[src/rtl/regression_sequencer_pkg.sv]
// Shared types and defaults for the regression sequencer.
// Holds the sequencer state encoding and the default run sizes.
package regression_pkg;

    typedef enum logic [2:0] {
        S_IDLE,
        S_INIT,
        S_LOAD,
        S_SSTART,
        S_SWAIT,
        S_FIN
    } rs_state_t;

    localparam int RS_SAMPLES = 150;
    localparam int RS_STAGES  = 3;
    localparam int RS_ADDR_W  = 8;

    // Stage index width, never narrower than one bit.
    function automatic int stg_w(input int stages);
        return (stages > 1) ? $clog2(stages) : 1;
    endfunction

endpackage

[src/rtl/regression_sequencer_if.sv]
// Sample-load and stage-control bus of the regression sequencer.
// master = sequencer side, slave = source/datapath side.
interface regression_sequencer_if #(
    parameter int ADDR_W = regression_pkg::RS_ADDR_W,
    parameter int STAGES = regression_pkg::RS_STAGES
);
    localparam int STG_W = regression_pkg::stg_w(STAGES);

    logic              in_valid;
    logic              in_ready;
    logic              write_en;
    logic [ADDR_W-1:0] addr;
    logic [STAGES-1:0] stage_done;
    logic [STAGES-1:0] stage_start;
    logic [STG_W-1:0]  stage_idx;

    modport master (
        input  in_valid,
        input  stage_done,
        output in_ready,
        output write_en,
        output addr,
        output stage_start,
        output stage_idx
    );

    modport slave (
        output in_valid,
        output stage_done,
        input  in_ready,
        input  write_en,
        input  addr,
        input  stage_start,
        input  stage_idx
    );

endinterface

[src/rtl/regression_sequencer_addr_counter.sv]
// Sample write-address counter with terminal-count flag.
// Saturates at the terminal value instead of wrapping.
module rs_addr_counter #(
    parameter int ADDR_W = 8
) (
    input  logic              clk,
    input  logic              reset,
    input  logic              i_clr,
    input  logic              i_en,
    input  logic [ADDR_W-1:0] i_last,
    output logic [ADDR_W-1:0] o_q,
    output logic              o_tc
);

    logic [ADDR_W-1:0] r_q;

    assign o_q  = r_q;
    assign o_tc = (r_q == i_last);

    // Count accepted samples, hold once the last address is reached.
    always_ff @(posedge clk or posedge reset) begin
        if (reset) begin
            r_q <= '0;
        end else if (i_clr) begin
            r_q <= '0;
        end else if (i_en && !o_tc) begin
            r_q <= r_q + ADDR_W'(1);
        end
    end

endmodule

[src/rtl/regression_sequencer.sv]
// Top-level sequencer: loads SAMPLES pairs, then runs STAGES
// compute stages in order; abort returns to IDLE from anywhere.
module regression_sequencer
    import regression_pkg::*;
#(
    parameter int SAMPLES = RS_SAMPLES,
    parameter int ADDR_W  = RS_ADDR_W,
    parameter int STAGES  = RS_STAGES
) (
    input  logic clk,
    input  logic reset,
    input  logic i_start,
    input  logic i_abort,
    regression_sequencer_if.master bus,
    output logic o_ready,
    output logic o_busy,
    output logic o_done
);

    localparam int STG_W = stg_w(STAGES);
    localparam logic [STG_W-1:0]  LAST_STG  = STG_W'(STAGES - 1);
    localparam logic [ADDR_W-1:0] LAST_ADDR = ADDR_W'(SAMPLES - 1);

    rs_state_t         r_state;
    rs_state_t         w_next;
    logic [STG_W-1:0]  r_stage_idx;
    logic [STG_W-1:0]  w_idx_next;
    logic              r_in_ready;
    logic              r_ready;
    logic              r_busy;
    logic              r_done;
    logic [STAGES-1:0] r_stage_start;
    logic              w_write_en;
    logic              w_clr;
    logic              w_tc;
    logic              w_stage_hit;
    logic [ADDR_W-1:0] w_addr;

    assign w_write_en  = bus.in_valid & r_in_ready & ~i_abort;
    assign w_clr       = i_abort | (r_state == S_INIT);
    assign w_stage_hit = bus.stage_done[r_stage_idx];

    rs_addr_counter #(
        .ADDR_W (ADDR_W)
    ) u_addr (
        .clk    (clk),
        .reset  (reset),
        .i_clr  (w_clr),
        .i_en   (w_write_en),
        .i_last (LAST_ADDR),
        .o_q    (w_addr),
        .o_tc   (w_tc)
    );

    // Next state and next stage index; abort overrides everything.
    always_comb begin
        w_next     = r_state;
        w_idx_next = r_stage_idx;
        if (i_abort) begin
            w_next     = S_IDLE;
            w_idx_next = '0;
        end else begin
            unique case (r_state)
                S_IDLE:   if (i_start) w_next = S_INIT;
                S_INIT: begin
                    w_next     = S_LOAD;
                    w_idx_next = '0;
                end
                S_LOAD:   if (w_write_en && w_tc) w_next = S_SSTART;
                S_SSTART: w_next = S_SWAIT;
                S_SWAIT: begin
                    if (w_stage_hit) begin
                        if (r_stage_idx == LAST_STG) begin
                            w_next = S_FIN;
                        end else begin
                            w_next     = S_SSTART;
                            w_idx_next = r_stage_idx + STG_W'(1);
                        end
                    end
                end
                S_FIN:    w_next = S_IDLE;
                default:  w_next = S_IDLE;
            endcase
        end
    end

    // State, stage index and outputs decoded from the next state.
    always_ff @(posedge clk or posedge reset) begin
        if (reset) begin
            r_state       <= S_IDLE;
            r_stage_idx   <= '0;
            r_ready       <= 1'b1;
            r_busy        <= 1'b0;
            r_in_ready    <= 1'b0;
            r_done        <= 1'b0;
            r_stage_start <= '0;
        end else begin
            r_state       <= w_next;
            r_stage_idx   <= w_idx_next;
            r_ready       <= (w_next == S_IDLE);
            r_busy        <= (w_next != S_IDLE);
            r_in_ready    <= (w_next == S_LOAD);
            r_done        <= (w_next == S_FIN);
            r_stage_start <= (w_next == S_SSTART)
                           ? (STAGES'(1) << w_idx_next) : '0;
        end
    end

    assign bus.in_ready    = r_in_ready;
    assign bus.write_en    = w_write_en;
    assign bus.addr        = w_addr;
    assign bus.stage_start = r_stage_start;
    assign bus.stage_idx   = r_stage_idx;
    assign o_ready         = r_ready;
    assign o_busy          = r_busy;
    assign o_done          = r_done;

endmodule
[src/flat_wrapper.sv]
// flat-port wrapper written by rule: the top's interface ports become plain ports
module regression_sequencer_flat import regression_pkg::*;
#(
    parameter int SAMPLES = RS_SAMPLES,
    parameter int ADDR_W  = RS_ADDR_W,
    parameter int STAGES  = RS_STAGES
)
  (clk, reset, i_start, i_abort, o_ready, o_busy, o_done, bus_in_valid, bus_stage_done, bus_in_ready, bus_write_en, bus_addr, bus_stage_start, bus_stage_idx);
  regression_sequencer_if #(.ADDR_W(ADDR_W), .STAGES(STAGES)) bus_i ();
  input  logic clk;
  input  logic reset;
  input  logic i_start;
  input  logic i_abort;
  output logic o_ready;
  output logic o_busy;
  output logic o_done;
  input wire logic [$bits(bus_i.in_valid)-1:0] bus_in_valid;
  input wire logic [$bits(bus_i.stage_done)-1:0] bus_stage_done;
  output wire logic [$bits(bus_i.in_ready)-1:0] bus_in_ready;
  output wire logic [$bits(bus_i.write_en)-1:0] bus_write_en;
  output wire logic [$bits(bus_i.addr)-1:0] bus_addr;
  output wire logic [$bits(bus_i.stage_start)-1:0] bus_stage_start;
  output wire logic [$bits(bus_i.stage_idx)-1:0] bus_stage_idx;
  assign bus_i.in_valid = bus_in_valid;
  assign bus_i.stage_done = bus_stage_done;
  assign bus_in_ready = bus_i.in_ready;
  assign bus_write_en = bus_i.write_en;
  assign bus_addr = bus_i.addr;
  assign bus_stage_start = bus_i.stage_start;
  assign bus_stage_idx = bus_i.stage_idx;
  regression_sequencer #(.SAMPLES(SAMPLES), .ADDR_W(ADDR_W), .STAGES(STAGES)) u_core (.clk(clk), .reset(reset), .i_start(i_start), .i_abort(i_abort), .bus(bus_i), .o_ready(o_ready), .o_busy(o_busy), .o_done(o_done));
endmodule
[config.mk]
export PLATFORM = sky130hd
export DESIGN_NAME = regression_sequencer_flat
export DESIGN_NICKNAME = d
export VERILOG_FILES = /design/src/rtl/regression_sequencer_pkg.sv /design/src/rtl/regression_sequencer_if.sv /design/src/rtl/regression_sequencer_addr_counter.sv /design/src/rtl/regression_sequencer.sv /design/src/flat_wrapper.sv
export SDC_FILE = /design/constraint.sdc
export NUM_CORES = 1
export LEC_CHECK = 0
export CORE_UTILIZATION = 50
export DETAILED_ROUTE_END_ITERATION = 7
export HOLD_SLACK_MARGIN = 0.03
export PLACE_DENSITY_LB_ADDON = 0.2
export SYNTH_ARGS = -nofsm -noshare
export SYNTH_HDL_FRONTEND = slang
export SYNTH_HIERARCHICAL = 1
export SYNTH_SLANG_ARGS = --single-unit
[constraint.sdc]
create_clock -name clk -period 2.8 [get_ports clk]
set_input_delay 0.28 -clock clk [delete_from_list [all_inputs] [get_ports clk]]
set_output_delay 0.28 -clock clk [all_outputs]
set_load 0.005 [all_outputs]
# Word level (Yosys, flattened, before mapping)
# Index checks and enable logic that the tools add are counted.
# Widths: inputs -> output; s select.
# word_totals
register_bits	20
latch_bits	0
ramBits	0
rom_bits	0
inputBits	8
word_cells	47
mem_count	0
# classes
n_addsub	2
n_mul	0
div_mod_pow	0
order_cmp	1
eq_ne	9
shift	1
mux	15
bitwise	4
n_reduce_logical	7
# op_table
cell	count
$mux 3	6
$mux 8	2
$pmux 3 s5	1
$eq 3x2->1 const B	4
$add 8x1->8 const B	1
$eq 8x8->1 const B	1
$eq 3x3->1 const B	2
$logic_not 3->1	2
$mux 2	3
$pmux 2 s2	1
$eq 3x1->1 const B	1
$lt 2x3->1 const B	1
$reduce_bool 3->1	1
$shl 1x2->3 const A	1
$add 2x1->2 const B	1
$and 1x1->1	2
$bmux 1 s2	1
$eq 2x2->1 const B	1
$logic_and 1x1->1	2
$reduce_bool 2->1	1
$logic_not 1->1	1
$mux 1	1
$not 1->1	1
$or 1x1->1	1

# Depth between registers and ports, before layout
# Gate-level depths: netlist of run 1.
# logic_depth
ltp_word	8
depth_mapped	7

# Hierarchy
# The synthesis of run 1 kept the hierarchy.
# by_module_without_submodules
module	n_inst	cells_per_inst	area_per_inst_um2	seq_area_each_um2
regression_sequencer	1	65	684.4	301.5
rs_addr_counter	1	60	595.6	200.2

# Least setup slack after synthesis of run 1
# Ideal clock, no wire load.
# synth_path
path_type	reg2reg
start	reg u_core.u_addr.r_q[3], in the netlist u_core/u_addr/o_q[3]
end	reg u_core.r_stage_start[2], in the netlist u_core/bus.stage_start[2]
setup_ns	0.088
t_arrival_ns	1.757
t_required_ns	2.712
setup_slack_ns	0.954
stages_incl_launch_ff	8
period_less_slack_ns	1.846
cell_sequence	dfrtp_1 > xor2_1 > nor4_4 > and2_1 > nand4b_1 > o41ai_4 > o31ai_2 > nor3b_1
# synth_via
elab_chain_cells	7
# synth_rtl
item	line_no	text
from (decl)	regression_sequencer_addr_counter.sv:15	logic [ADDR_W-1:0] r_q;
from (signal assigned)	regression_sequencer_addr_counter.sv:27	r_q <= r_q + ADDR_W'(1);
$eq 8x8->1	regression_sequencer_addr_counter.sv:18	assign o_tc = (r_q == i_last);
net u_core.w_tc	regression_sequencer.sv:35	logic w_tc;
$logic_and 1x1->1	regression_sequencer.sv:69	S_LOAD: if (w_write_en && w_tc) w_next = S_SSTART;
$mux 3	regression_sequencer.sv:69	
$pmux 3 s5	regression_sequencer.sv:63	unique case (r_state)
$mux 3	regression_sequencer.sv:59	if (i_abort) begin
net u_core.w_next[0]	regression_sequencer.sv:25	rs_state_t w_next;
$eq 3x2->1	regression_sequencer.sv:104	r_stage_start <= (w_next == S_SSTART)
$mux 3	regression_sequencer.sv:105	? (STAGES'(1) << w_idx_next) : '0;
to (signal assigned)	regression_sequencer.sv:104	
to (decl)	regression_sequencer.sv:32	logic [STAGES-1:0] r_stage_start;
# The timed path passes the listed nets, and every way through them passes these cells.
# A chain may end at the register's enable or synchronous reset.

# Worst setup path after layout of run 1
# layout_path
start	reg u_core.u_addr.r_q[3], in the netlist u_core/u_addr/o_q[3]
end	reg u_core.r_stage_start[1], in the netlist u_core/bus.stage_start[1]
# The elaborated chain is that of the path after synthesis.

==> results.sh, run 1 <==
export IMPL_synth_flop_cell="dfrtp_1"
export IMPL_p_leak_nw=0.718
export IMPL_fillers=183
export IMPL_cts_root_buf="clkbuf_4"
export IMPL_synth_edf_count=0
export IMPL_drcViolationCount=0
export IMPL_std_cell_rows=17
export IMPL_h_tree_depth=1
export IMPL_synth_top_family_by_area="simple AND/OR/NAND/NOR gates"
export IMPL_critPathMaxFanout=8
export IMPL_synth_xor_area_share_pct=6.16
export IMPL_seq_power_share_pct=48.9
export IMPL_setup_viol=0
export IMPL_rr_worst_depth=7
export IMPL_overflow=0
export IMPL_start_util_pct=55.2
export IMPL_yosys_area_share_adder_pct=2.93
export IMPL_period_share_pct=76.8
export IMPL_switching_share_pct=23.2
export IMPL_crit_type="reg -> reg"
export IMPL_clock_latency_ns=0.30
export IMPL_fin_skew_ns=0.00315
export IMPL_setup_worst_path_start_class="flop"
export IMPL_ys_warn_count=6
export IMPL_worst_pin_slew_ns=0.490
export IMPL_post_cts_repair_setup_buffers=0
export IMPL_cts_resized=0
export IMPL_whs_ns=0.247
export IMPL_hpwl_um=1970
export IMPL_syn_cell_area_sq_um=1280
export IMPL_path_clk_slew_ns=0.12
export IMPL_antenna_found_initial=0
export IMPL_slew_headroom_pct=67.1
export IMPL_gr_usage_met1_pct=23.6
export IMPL_crit_required_ns=3.01
export IMPL_final_net_count=168
export IMPL_coreArea_sq_um=2320
export IMPL_p_int_mw=0.483
export IMPL_async_flop_share_pct=100
export IMPL_io_pins=26
export IMPL_port_buffers=25
export IMPL_wire_per_inst_um=13.8
export IMPL_cp_end_kind="flop"
export IMPL_met2_usage_pct=38.4
export IMPL_clock_sinks=20
export IMPL_p_per_area_nw_per_um2=391
export IMPL_max_cap_violations=0
export IMPL_outcome="completed"
export IMPL_grt_pass1_vias=967
export IMPL_grt_pass1_wl_um=4160
export IMPL_n_antenna_cell=0
export IMPL_grt_max_degree=17
export IMPL_drv_slew=0
export IMPL_top_usage_layer="met2"
export IMPL_synthSimpleGateAreaFrac_pct=26.3
export IMPL_syn2layout_area_growth_pct=25.5
export IMPL_pwr_share_clk_pct=37.4
export IMPL_fmax_ghz=0.465
export IMPL_yosys_cell_types_count=43
export IMPL_final_seq_area_sq_um=502
export IMPL_grt_usage_pct=21.0
export IMPL_vias=1005
export IMPL_layout_drive_gt1_share_pct=10.9
export IMPL_rsz0062_at_grt="no"
export IMPL_numCtsBuffers=3
export IMPL_fp_dieH_um=52.6
export IMPL_die_area_sq_um=2770
export IMPL_die_w_um=52.6
export IMPL_tns_ns=0
export IMPL_cts_hold_buffers=0
export IMPL_syn_mean_instance_area_sq_um=10.2
export IMPL_globalplace_congestion=0.749
export IMPL_multi_input_area_sq_um=741
export IMPL_hold_viol=0
export IMPL_hp_class="in -> async"
export IMPL_synth_seq_area_share_pct=39.2
export IMPL_combPwrFrac_pct=13.7
export IMPL_irDropWorstVdd_v=0.000344
export IMPL_first_iter_violations=20
export IMPL_syn_inst=125
export IMPL_finalWirelength_um=2550
export IMPL_crit_arrival_ns=2.36
export IMPL_min_period_ns=2.15
export IMPL_dr_pass1_iters=4
export IMPL_ant_nets=0
export IMPL_synthMuxAreaShare_pct=9.48
export IMPL_cts_buffer_depth=2
export IMPL_synth_compound_area_share_pct=10.7
export IMPL_routed_via_density=5.46
export IMPL_cts_tree="built"
export IMPL_p_switching_mw=0.146
export IMPL_grtUsageMet3_pct=2.61
export IMPL_synth_seq_cells=20
==> power by group through the flow <==
| stage | Sequential, mW | Clock (mW) | Combinational [mW] |
|---|---|---|---|
| 6_report | 0.307 | 0.235 | 0.0862 |
| 5_1_grt | 0.309 | 0.253 | 0.0945 |
| 4_1_cts | 0.308 | 0.242 | 0.0865 |
| 3_5_place_dp | 0.313 | 0 | 0.0862 |
| 3_3_place_gp | 0.313 | 0 | 0.0833 |
| 2_1_floorplan | 0.310 | 0 | 0.0599 |
==> path summary, 6_finish.rpt <==
kind / start / slack, ns / end
worst min-delay path: reset / 0.25 / u_core/u_addr/o_q[5]
worst min register to register: u_core/r_state[1] / 0.65 / u_core/r_state[0]
worst max-delay path: u_core/u_addr/o_q[3] / 0.65 / u_core/bus.stage_start[1]
min in group clk: u_core/r_state[1] / 0.65 / u_core/r_state[0]
worst max register to register: u_core/u_addr/o_q[3] / 0.65 / u_core/bus.stage_start[1]
max in group asynchronous: reset / 2.14 / u_core/o_ready
==> cells in the mapped netlist (2+ instances only) <==
cell      number  area share (%)
nand2_1        3            0.88
a21oi_1        6             2.3
nand2b_1       3             1.5
nand3_1        2            0.78
o31ai_1        2             1.2
conb_1         2            0.59
nor3b_1        2             1.2
dfrtp_1       19              37
nor4_1         2            0.98
mux2_1         6             5.3
nand4b_1       2             1.4
nor2b_1        9             4.4
ha_1           3             2.9
nor4_4         2             3.3
nand4_1        2            0.98
mux2i_1        2             1.6
nor3_1         5             2.0
buf_6          2             1.8
nor2_1        12             3.5
inv_1          7             2.1
mux2_2         3             2.6
xor2_1         8             5.5
==> critical path, cell delays in order, from the launching register on <==
cell and delay [ns]:
dfrtp_1 0.47, xor2_1 0.22, nor4_4 0.51, and2_1 0.21
nand4b_1 0.16, o41ai_4 0.12, o31ai_2 0.16, nor3b_1 0.22
==> cell type report <==
class / count / share of cell area, %
flip-flops and latches: 20 / 31.2
clock buffers: 3 / 1.40
multi-input cells: 100 / 46.1
clock inverters: 1 / 1.87
inverters: 7 / 1.64
repair buffers: 25 / 15.6
well taps: 28 / 2.18
==> cell usage in the layout, fill, tap and decap left out, types with 2 or more instances in the layout <==
master / count
nor4_4: 2
nor2_1: 12
conb_1: 8
nor3_1: 5
nor2b_1: 9
ha_1: 3
nand4b_1: 2
nand2b_1: 3
mux2i_1: 2
nor3b_1: 2
nand4_1: 2
clkbuf_4: 3
xor2_1: 8
inv_1: 7
o31ai_1: 2
mux2_1: 6
nor4_1: 2
nand2_1: 3
a21oi_1: 6
mux2_2: 3
clkdlybuf4s50_1: 25
nand3_1: 2
dfrtp_1: 19
==> per-stage QoR <==
stage,worst slack [ns],utilization [%],power [mW],instance area [sq um],std cells
2_1_floorplan,0.954,-,0.370,1300,131
3_3_place_gp,0.637,67.0,0.396,1550,180
3_5_place_dp,0.520,67.0,0.399,1550,180
4_1_cts,0.619,69.3,0.636,1610,184
5_1_grt,0.502,69.3,0.657,1610,184
6_report,0.651,69.3,0.629,1610,184
==> sequential cells by signal, summed over array words and instances (netlist names) <==
register	count
u_core/u_addr/o_q	8
u_core/bus.stage_start	3
u_core/r_state	3
u_core/bus.stage_idx	2
u_core/bus.in_ready	1
u_core/o_busy	1
u_core/o_done	1
u_core/o_ready	1
==> metal layers <==
layer / routed length (um) / up-vias
met1: 1020 / 473
li1: - / 493
met3: 91 / 6
met2: 1380 / 33
met5: 0 / -
met4: 61 / 0
==> cells by family (layout without fill, tap and decap cells) <==
group                      after synthesis  after routing
AOI/OAI and AO/OA                       16             16
xor gates and xnor gates                 9              9
adders and majority gates                3              3
buffers and inverters                   11             36
DFF                                     20             20
muxes                                   11             11
other                                    2              8
and+or+nand+nor                         53             53
No activity file was read; power rests on OpenSTA's default activity.
==> inputs of run 2 (changes only) <==
clock period = 2.1 ns   (was 2.8 ns; I/O delays follow)
==> run 2 against run 1 <==
  * Critical path depth stayed put
  * Global-route usage up 0.65 points
  * Combinational power rose by 38%
  * Sequential cell count stayed put
  * Critical path type unchanged
==> results.sh, run 2 (synthesis results as in run 1) <==
export IMPL_cts_tree="built"
export IMPL_max_cap_violations=0
export IMPL_n_antenna_cell=0
export IMPL_start_util_pct=55.2
export IMPL_globalplace_congestion=0.828
export IMPL_grt_max_degree=17
export IMPL_grt_usage_pct=21.6
export IMPL_ant_nets=0
export IMPL_fin_skew_ns=0.0118
export IMPL_h_tree_depth=1
export IMPL_setup_viol=0
export IMPL_reg2reg_from="u_core/u_addr/o_q[5]"
export IMPL_vias=1031
export IMPL_largest_reg_flops=8
export IMPL_cts_hold_buffers=0
export IMPL_power_mw=0.717
export IMPL_dp_slack_ns=0.191
export IMPL_cts_resized=0
export IMPL_hp_class="in -> async"
export IMPL_multi_input_area_sq_um=741
export IMPL_rsz0062_at_grt="no"
export IMPL_setup_worst_path_start_class="flop"
export IMPL_outcome="completed"
export IMPL_p_per_area_nw_per_um2=443
export IMPL_crit_required_ns=2.31
export IMPL_drcViolationCount=0
export IMPL_die_area_sq_um=2770
export IMPL_first_iter_violations=17
export IMPL_layout_common_cells="25 x clkdlybuf4s50_1, 19 x dfrtp_1, 12 x nor2_1, 9 x nor2b_1"
export IMPL_p_leak_nw=0.731
export IMPL_cp_end_kind="flop"
export IMPL_critPathMaxFanout=5
export IMPL_std_cell_rows=17
export IMPL_cts_buffer_depth=2
export IMPL_timing_rr_end="u_core/bus.stage_start[1]"
export IMPL_fp_dieH_um=52.6
export IMPL_post_cts_repair_setup_buffers=0
export IMPL_dr_pass1_iters=4
export IMPL_routed_via_density=5.46
export IMPL_worstSetupStartpoint="u_core/u_addr/o_q[5]"
export IMPL_rr_worst_depth=7
export IMPL_clock_sinks=20
export IMPL_syn2layout_area_growth_pct=26.4
export IMPL_clock_latency_ns=0.30
export IMPL_critPathCapture="u_core/bus.stage_start[1]"
export IMPL_hold_viol=0
export IMPL_worst_r2r_setup_slack_ns=0.25
export IMPL_final_seq_area_sq_um=502
export IMPL_layout_commonest_cell="clkdlybuf4s50_1"
export IMPL_io_pins=26
export IMPL_numCtsBuffers=3
export IMPL_path_clk_slew_ns=0.12
export IMPL_grt_pass1_vias=965
export IMPL_fmax_ghz=0.540
export IMPL_min_period_ns=1.85
export IMPL_hpwl_um=2100
export IMPL_coreArea_sq_um=2320
export IMPL_finalWorstSetupSlack_ns=0.249
export IMPL_final_net_count=173
export IMPL_layout_drive_gt1_share_pct=13.0
export IMPL_drv_slew=0
export IMPL_tns_ns=0
export IMPL_overflow=0
export IMPL_irDropWorstVdd_v=0.000393
export IMPL_fillers=188
export IMPL_die_w_um=52.6
export IMPL_port_buffers=25
export IMPL_wire_per_inst_um=14.0
export IMPL_crit_type="reg -> reg"
export IMPL_antenna_found_initial=0
export IMPL_cts_root_buf="clkbuf_4"
export IMPL_finalWirelength_um=2640
export IMPL_grt_pass1_wl_um=4240
export IMPL_period_share_pct=88.2
export IMPL_crit_arrival_ns=2.06
## run 2: report_power, final
group / internal [mW] / leakage (nW) / switching [mW]
clock: 0.0738 / 0.0150 / 0.113
sequential: 0.397 / 0.272 / 0.0147
combinational: 0.0575 / 0.444 / 0.0612
## run 2: cell type report
type                            instances  area share, %
Inverter                                7           1.62
Tap cell                               28           2.17
Multi-Input combinational cell        100           45.8
Timing Repair Buffer                   30           17.8
Sequential cell                        20           31.0
Clock buffer                            4           1.62
## run 2: metal layers
layer | vias to the layer above | global-route usage [%] | routed length [um]
li1 | 503 | - | -
met2 | 27 | 40.1 | 1430
met3 | 4 | 2.90 | 79
met4 | 0 | 10.5 | 44
met1 | 497 | 23.7 | 1090
met5 | - | 0 | 0
## run 2: stage by stage
stage                     cell area (sq um)  hold slack, ns  std cells  utilization [%]
after floorplan                        1300          0.0257        131                -
after global placement                 1590           0.516        185             68.6
after detailed placement               1590           0.518        185             68.6
after CTS                              1620           0.186        189             69.8
after global routing                   1620           0.195        189             69.8
final                                  1620           0.183        189             69.8
## run 2: worst max-delay path: stages, from the launching register on
cell	delay, ns
dfrtp_1	0.44
xor2_1	0.20
nor4_4	0.29
and2_1	0.18
nand4b_1	0.16
o41ai_4	0.11
o31ai_2	0.17
nor3b_1	0.20
## run 2: worst min-delay path by stage
stage / endpoint / depth (start not counted)
after detailed placement: u_core/u_addr/o_q[2] / 2
after floorplan: u_core/u_addr/o_q[0] / 1
final: u_core/u_addr/o_q[5] / 2
after CTS: u_core/u_addr/o_q[3] / 2
after global routing: u_core/u_addr/o_q[5] / 2
after global placement: u_core/u_addr/o_q[2] / 2
==> inputs of run 3 (changes only) <==
CTS_BUF_LIST = sky130_fd_sc_hd__clkbuf_8 sky130_fd_sc_hd__clkbuf_16   (was default)
clock period = 2.12 ns   (was 2.1 ns; I/O delays follow)
==> run 3 against run 2 <==
  * First-iteration DRC count stayed put
  * Clock skew is 0.010 ns lower
  * Sequential cell count stayed put
==> results.sh, run 3 (synthesis results as in run 1) <==
export IMPL_crit_buf_inv=0
export IMPL_irDropWorstVdd_v=0.000415
export IMPL_p_per_area_nw_per_um2=544
export IMPL_crit_family="simple AND/OR/NAND/NOR gates"
export IMPL_period_share_pct=89.0
export IMPL_drcViolationCount=0
export IMPL_final_seq_area_sq_um=502
export IMPL_hpwl_um=2070
export IMPL_coreArea_sq_um=2320
export IMPL_fillers=182
export IMPL_timing_rr_end="u_core/bus.stage_start[1]"
export IMPL_path_cells="xor2_1, nor4_4, and2_1, nand4b_1, o41ai_4, o31ai_2, nor3b_1"
export IMPL_fin_skew_ns=0.00163
export IMPL_routed_via_density=5.45
export IMPL_syn2layout_area_growth_pct=29.3
export IMPL_die_area_sq_um=2770
export IMPL_vias=1025
export IMPL_die_w_um=52.6
export IMPL_finalWorstSetupSlack_ns=0.232
export IMPL_n_antenna_cell=0
export IMPL_largest_reg_flops=8
export IMPL_setup_viol=0
export IMPL_crit_required_ns=2.29
export IMPL_finalWirelength_um=2620
export IMPL_final_net_count=172
export IMPL_hp_class="in -> async"
export IMPL_cp_slowest_cell="dfrtp_1"
export IMPL_grt_usage_pct=22.1
export IMPL_cp_end_kind="flop"
export IMPL_outcome="completed"
export IMPL_start_util_pct=55.2
export IMPL_clock_sinks=20
export IMPL_grt_pass1_vias=1001
export IMPL_first_iter_violations=17
export IMPL_worst_r2r_setup_slack_ns=0.23
export IMPL_reg2reg_from="u_core/u_addr/o_q[3]"
export IMPL_port_buffers=25
export IMPL_grt_pass1_wl_um=4440
export IMPL_critPathMaxFanout=7
export IMPL_p_leak_nw=0.747
export IMPL_dp_slack_ns=0.223
export IMPL_tns_ns=0
export IMPL_std_cell_rows=17
export IMPL_cts_root_buf="clkbuf_8"
export IMPL_fmax_ghz=0.530
export IMPL_clock_latency_ns=0.25
export IMPL_min_period_ns=1.89
export IMPL_overflow=0
export IMPL_max_cap_violations=0
export IMPL_hold_viol=0
export IMPL_fp_dieH_um=52.6
export IMPL_path_clk_slew_ns=0.08
export IMPL_layout_commonest_cell="clkdlybuf4s50_1"
export IMPL_io_pins=26
export IMPL_multi_input_area_sq_um=741
export IMPL_setup_worst_path_start_class="flop"
export IMPL_numCtsBuffers=3
export IMPL_crit_arrival_ns=2.06
export IMPL_globalplace_congestion=0.822
export IMPL_drv_slew=0
export IMPL_layout_common_cells="25 x clkdlybuf4s50_1, 19 x dfrtp_1, 12 x nor2_1, 9 x nor2b_1"
export IMPL_cts_buffer_depth=2
export IMPL_wire_per_inst_um=13.9
export IMPL_antenna_found_initial=0
export IMPL_h_tree_depth=1
export IMPL_crit_type="reg -> reg"
export IMPL_cts_tree="built"
export IMPL_rr_worst_depth=7
export IMPL_whs_ns=0.253
export IMPL_rsz0062_at_grt="no"
export IMPL_post_cts_repair_setup_buffers=0
export IMPL_layout_drive_gt1_share_pct=13.1
export IMPL_dr_pass1_iters=4
export IMPL_slowest_delay_ns=0.45
export IMPL_cts_hold_buffers=0
export IMPL_cts_resized=0
export IMPL_ant_nets=0
export IMPL_grt_max_degree=17
## run 3: cell count changes in the layout (fill, tap and decap cells not counted)
cell,before,now
buf_4,5,4
bufinv_16,0,1
clkbuf_1,1,0
clkbuf_8,0,3
clkbuf_4,3,0
## run 3: worst max-delay path by stage
stage                               from  slack (ns)  depth (start not counted)                        end
floorplan           u_core/u_addr/o_q[3]        0.27                          7  u_core/bus.stage_start[2]
finish              u_core/u_addr/o_q[3]        0.23                          7  u_core/bus.stage_start[1]
global route        u_core/u_addr/o_q[3]        0.09                          7  u_core/bus.stage_start[2]
detailed placement     bus_stage_done[0]        0.22                          6  u_core/bus.stage_start[1]
global placement                 i_abort        0.29                          6       u_core/u_addr/o_q[7]
CTS                 u_core/u_addr/o_q[3]        0.21                          7  u_core/bus.stage_start[1]
## run 3: worst reg2reg max path: stages (launching register included)
cell and delay [ns]:
dfrtp_1 0.45, xor2_1 0.22, nor4_4 0.32, and2_1 0.19
nand4b_1 0.16, o41ai_4 0.11, o31ai_2 0.16, nor3b_1 0.20
## run 3: report_power, final
part | internal (mW) | switching [mW] | leakage, nW
Clock | 0.252 | 0.124 | 0.0357
Combinational | 0.0570 | 0.0610 | 0.439
Sequential | 0.393 | 0.0144 | 0.272
## run 3: through the flow
| stage | area (sq um) | util, % | power, mW | instances |
|---|---|---|---|---|
| final | 1660 | 71.4 | 0.901 | 188 |
| after global routing | 1660 | 71.4 | 0.945 | 188 |
| after CTS | 1660 | 71.4 | 0.910 | 188 |
| after detailed placement | 1580 | 68.3 | 0.532 | 184 |
| after global placement | 1580 | 68.3 | 0.527 | 184 |
| after floorplan | 1300 | - | 0.489 | 131 |
## run 3: area by class of cell
cell class	instances	share of cell area (%)
repair buffers	29	16.9
well taps	28	2.12
clock inverters	1	1.81
inverters	7	1.59
multi-input cells	100	44.7
clock buffers	3	2.49
flip-flops and latches	20	30.3
## run 3: routing by layer
metal / vias to the layer above / track usage (%) / part of all wire [%]
li1: 499 / - / -
met3: 6 / 3.19 / 3.7
met2: 30 / 40.7 / 53
met1: 490 / 25.5 / 41
met5: - / 0 / 0
met4: 0 / 7.89 / 2.3
